`src/rtl/pc_seq_pkg.sv`:
```
// Shared types and constants for the PC fetch sequencer.
package pc_seq_pkg;
  typedef enum logic [1:0] {
    ST_IDLE  = 2'd0,
    ST_FETCH = 2'd1,
    ST_ISSUE = 2'd2,
    ST_ERROR = 2'd3
  } state_e;

  localparam logic [31:0] PC_STEP    = 32'd4;
  localparam logic [31:0] ALIGN_MASK = 32'hFFFF_FFFC;
endpackage

```
`src/rtl/pc_next_sel.sv`:
```
// Next-PC mux: sequential step or word-aligned redirect, plus misalignment flag.
module pc_next_sel
  import pc_seq_pkg::*;
(
  input  logic [31:0] pc,
  input  logic        redirect_valid,
  input  logic [31:0] redirect_target,
  output logic [31:0] pc_next,
  output logic        misaligned
);
  always_comb begin
    pc_next    = pc + PC_STEP;
    misaligned = 1'b0;
    if (redirect_valid) begin
      pc_next    = redirect_target & ALIGN_MASK;
      misaligned = |redirect_target[1:0];
    end
  end
endmodule

```
`src/rtl/pc_fetch_sequencer.sv`:
```
// Owns the PC, fetches one instruction per PC from imem and issues it to decode.
// A watchdog traps a hung imem into a sticky ERROR state.
module pc_fetch_sequencer
  import pc_seq_pkg::*;
#(
  parameter logic [31:0] RESET_VEC = 32'h0000_0000,
  parameter int          TIMEOUT   = 16
) (
  input  logic        clk,
  input  logic        rst,
  input  logic        run,
  output logic        imem_req,
  output logic [31:0] imem_addr,
  input  logic        imem_ack,
  input  logic [31:0] imem_rdata,
  output logic        instr_valid,
  input  logic        instr_ready,
  output logic [31:0] instr,
  output logic [31:0] instr_pc,
  input  logic        redirect_valid,
  input  logic [31:0] redirect_target,
  output logic [31:0] pc_out,
  output logic [31:0] retired,
  output logic        err
);
  localparam logic [7:0] WD_LAST = 8'(TIMEOUT - 1);

  state_e      state_q, state_d;
  logic [31:0] pc_q, pc_d;
  logic [31:0] instr_q, instr_d;
  logic [31:0] instr_pc_q, instr_pc_d;
  logic [31:0] retired_q, retired_d;
  logic [7:0]  wdog_q, wdog_d;
  logic        imem_req_q, imem_req_d;
  logic        instr_valid_q, instr_valid_d;
  logic        err_q, err_d;

  logic [31:0] pc_next;
  logic        misaligned;

  pc_next_sel u_next_sel (
    .pc              (pc_q),
    .redirect_valid  (redirect_valid),
    .redirect_target (redirect_target),
    .pc_next         (pc_next),
    .misaligned      (misaligned)
  );

  always_comb begin
    state_d       = state_q;
    pc_d          = pc_q;
    instr_d       = instr_q;
    instr_pc_d    = instr_pc_q;
    retired_d     = retired_q;
    wdog_d        = wdog_q;
    imem_req_d    = imem_req_q;
    instr_valid_d = instr_valid_q;
    err_d         = err_q;
    unique case (state_q)
      ST_IDLE: begin
        if (run) begin
          state_d    = ST_FETCH;
          imem_req_d = 1'b1;
        end
      end
      ST_FETCH: begin
        // An ack on the final watchdog cycle still wins over the timeout.
        if (imem_ack) begin
          instr_d       = imem_rdata;
          instr_pc_d    = pc_q;
          imem_req_d    = 1'b0;
          instr_valid_d = 1'b1;
          wdog_d        = 8'd0;
          state_d       = ST_ISSUE;
        end else if (wdog_q == WD_LAST) begin
          imem_req_d = 1'b0;
          err_d      = 1'b1;
          wdog_d     = wdog_q + 8'd1;
          state_d    = ST_ERROR;
        end else begin
          wdog_d = wdog_q + 8'd1;
        end
      end
      ST_ISSUE: begin
        if (instr_ready) begin
          retired_d     = retired_q + 32'd1;
          pc_d          = pc_next;
          err_d         = err_q | misaligned;
          instr_valid_d = 1'b0;
          if (run) begin
            state_d    = ST_FETCH;
            imem_req_d = 1'b1;
          end else begin
            state_d = ST_IDLE;
          end
        end
      end
      ST_ERROR: begin
        imem_req_d    = 1'b0;
        instr_valid_d = 1'b0;
      end
      default: state_d = ST_IDLE;
    endcase
  end

  always_ff @(posedge clk) begin
    if (rst) begin
      state_q       <= ST_IDLE;
      pc_q          <= RESET_VEC;
      instr_q       <= 32'd0;
      instr_pc_q    <= 32'd0;
      retired_q     <= 32'd0;
      wdog_q        <= 8'd0;
      imem_req_q    <= 1'b0;
      instr_valid_q <= 1'b0;
      err_q         <= 1'b0;
    end else begin
      state_q       <= state_d;
      pc_q          <= pc_d;
      instr_q       <= instr_d;
      instr_pc_q    <= instr_pc_d;
      retired_q     <= retired_d;
      wdog_q        <= wdog_d;
      imem_req_q    <= imem_req_d;
      instr_valid_q <= instr_valid_d;
      err_q         <= err_d;
    end
  end

  assign imem_req    = imem_req_q;
  assign imem_addr   = pc_q;
  assign instr_valid = instr_valid_q;
  assign instr       = instr_q;
  assign instr_pc    = instr_pc_q;
  assign pc_out      = pc_q;
  assign retired     = retired_q;
  assign err         = err_q;
endmodule

```
`config.mk`:
```
export PLATFORM = sky130hd
export DESIGN_NAME = pc_fetch_sequencer
export DESIGN_NICKNAME = d
export VERILOG_FILES = /design/src/rtl/pc_seq_pkg.sv /design/src/rtl/pc_next_sel.sv /design/src/rtl/pc_fetch_sequencer.sv
export SDC_FILE = /design/constraint.sdc
export NUM_CORES = 1
export LEC_CHECK = 0
export ABC_AREA = 1
export BUFFER_PORTS_ARGS = -buffer_cell sky130_fd_sc_hd__buf_2
export CORE_ASPECT_RATIO = 0.9
export CORE_MARGIN = 2
export CORE_UTILIZATION = 30
export DETAILED_ROUTE_END_ITERATION = 12
export RECOVER_POWER = 25
export SLEW_MARGIN = 20
export SYNTH_ARGS = -nofsm -noshare
export SYNTH_HDL_FRONTEND = slang
export SYNTH_SLANG_ARGS = --single-unit
```
`constraint.sdc`:
```
create_clock -name clk -period 5.1 [get_ports clk]
set_clock_uncertainty 0.2 [all_clocks]
set_input_delay 0.51 -clock clk [delete_from_list [all_inputs] [get_ports clk]]
set_output_delay 0.51 -clock clk [all_outputs]
set_load 0.005 [all_outputs]
```
==> flow_summary_export.csv <==
group,metric,value,unit
pwr,p_leak,0.00351,µW
synthesis,yosysMostFrequentCell,"nand2_1",
synthesis,synth_area_per_cell,6.55,µm²
worst_setup_path,required,5190,ps
placement,gp_congestion,0.867,
layout,multi_input_area,3530,µm²
synthesis,yosys.cell_types.count,40,
pwr,p_int,2360,µW
clock_tree,clk_latency,420,ps
detailed_routing,wl_per_cell,14.2,µm
pwr,switching_power,985,µW
sta,drv_slew,53,
grt,track_usage,0.177,
layout,layout-drive-gt1-share,0.192,
synthesis,synthCells,1064,
grt,grt_pass1_wl,33900,µm
layout,nets,1322,
synthesis,synth.cells.most_frequent,"nand2_1, nor2_1, dfxtp_1, o21ai_0, a21oi_1",
clock_tree,numCtsBuffers,17,
placement,hpwl,16100,µm
die,chipWidth,165,µm
die,rows,52,
synthesis,synth_ff_type,"dfxtp_1",
grt,antenna_found_initial,0,
clock_tree,clkSinkCount,137,
pwr,ir_drop,0.176,mV
clock_tree,cts_resized,0,
worst_setup_path,cp-start-kind,"register",
worst_setup_path,cp.arrival,3360,ps
detailed_routing,vias,7311,
detailed_routing,routed.top_layer,"met4",
layout,syn2layout_area_growth,24.6,%
grt,grt_max_degree,53,
detailed_routing,dr_wl_met2,9740,µm
synthesis,yosysTopAreaCell,"dfxtp_1",
detailed_routing,drtIter0Drc,463,
clock_tree,clk_path_buf_depth,2,
synthesis,synth_top_area_frac,0.394,
synthesis,yosysSeqAreaShare,0.394,
die,io_pins,233,
clock_tree,cts-root-buf,"clkbuf_16",
clock_tree,cts_tree,"built",
detailed_routing,wirelength,22100,µm
sta,fmax,305,MHz
sta,rsz0062_at_grt,"false",
die,core-area,22600,µm²
pwr,seqPwrFrac,0.393,
flow_run,drv_cap,1,
layout,seqCellArea,2740,µm²
worst_setup_path,critPathMaxFanout,42,
sta,setup_viol,0,
worst_setup_path,end_kind,"register",
status,violations,"max-capacitance violations, max-slew violations",
die,initial_core_util,0.308,
detailed_routing,drc,0,
die,die_h,149,µm
sta,fin_setup_tns,0,ps
layout,antenna_cells,0,
pwr,p_per_area,385,nW/µm²
clock_tree,post_cts_buffers,0,
sta,hold_viol,0,
detailed_routing,wl_met3,1540,µm
detailed_routing,via_per_inst,4.71,
clock_tree,path_clk_slew,60,ps
synthesis,synth_seq_cells,137,
placement,io_buffer_count,226,
status,run_status,"finished with violations",
grt,grt_pass1_vias,6467,
layout,fin_util,0.384,
hold_path,hp-class,"input port to register",
die,dieArea,24500,µm²
synthesis,async_flop_share,0,
clock_tree,h-tree-depth,4,
synthesis,synth_area_leaders,"dfxtp_1, nand2_1, nor2_1",
pwr,power.share.combinational,0.191,
worst_setup_path,critPathKind,"register to register",
clock_tree,cts_hold_buffers,0,
sta,fin_crit,3280,ps
detailed_routing,wl_met1,10600,µm
detailed_routing,detail-route-antenna-nets,0,
synthesis,yosys_warnings,0,
sta,worst_slew_margin_rel,-0.417,
detailed_routing,dr.pass1.iters,5,
grt,grt_overflow_total,0,
synthesis,synth_edf_count,0,
pwr,clkPwrFrac,0.416,
pwr,swShare,0.295,
sta,tightest_slew,2130,ps
layout,fillCellCount,2449,
sta,fin_crit_sh,0.643,
synthesis,syn_area,6970,µm²
[critical path: stages (launching register included)]
cell	delay (ps)
dfxtp_1	430
inv_1	90
ha_1	260
nand2_2	650
clkinv_1	1010
o21ai_0	430
a21oi_1	70
[layer usage]
layer	up-vias	GRT usage
met5	-	0
met4	0	0.0400
met3	13	0.0413
met2	238	0.282
met1	3333	0.245
li1	3727	-
[registers in the layout (all words and copies together) (netlist names)]
register     cells
err              1
imem_addr       30
imem_req         1
instr           32
instr_pc        30
instr_valid      1
retired         32
state_q          2
wdog_q           8
[area by class of cell]
type	instances	share of cell area
Multi-Input combinational cell	782	0.407
Sequential cell	137	0.316
Timing Repair Buffer	230	0.126
Clock buffer	21	0.0530
Tap cell	297	0.0428
Inverter	75	0.0326
Clock inverter	11	0.0223
[cells in the final DEF, fill, tap and decap left out, drive strengths merged, types with 9 or more instances in the layout]
master	synthesis	layout
ha	9	9
nor2	240	240
nand3	46	46
o21ai	105	105
inv	71	72
clkbuf	28	70
dfxtp	137	137
nand2	255	255
buf	47	181
a21oi	74	74
[final timing paths]
kind | start | end | slack, ps | depth (start not counted)
max | state_q[0]$_SDFFE_PP0P_ | retired[0]$_SDFFE_PP0P_ | 1820 | 6
max reg2reg | state_q[0]$_SDFFE_PP0P_ | retired[0]$_SDFFE_PP0P_ | 1820 | 6
min reg2reg | instr_valid$_SDFFE_PP0P_ | instr_valid$_SDFFE_PP0P_ | 280 | 2
min | imem_rdata[31] | instr[31]$_SDFFE_PP0P_ | 140 | 3
[power groups by stage]
stage / Combinational (µW) / Clock (µW) / Sequential, µW
6_report: 638 / 1390 / 1310
5_1_grt: 735 / 1460 / 1340
4_1_cts: 668 / 1420 / 1310
3_5_place_dp: 665 / 0 / 1330
3_3_place_gp: 661 / 0 / 1330
2_1_floorplan: 396 / 0 / 1340
[kinds of logic after synthesis]
family	share of synthesized area
AND/OR/NAND/NOR	0.334
adder cells (fa/ha/maj)	0.0162
buffers and inverters	0.102
flip-flops	0.394
other	0.000538
AO/OA/AOI/OAI	0.145
XOR/XNOR	0.00880
[stage by stage]
stage	hold slack [ps]	power (µW)	instances	worst slack [ps]	area (µm²)
floorplan	252	1730	1069	3320	6990
global placement	254	1990	1521	1890	8090
detailed placement	259	2000	1521	1740	8090
CTS	126	3400	1553	1710	8750
global route	145	3530	1553	1410	8680
finish	145	3340	1553	1820	8680
Note: power is estimated with default switching activity, not from simulation.
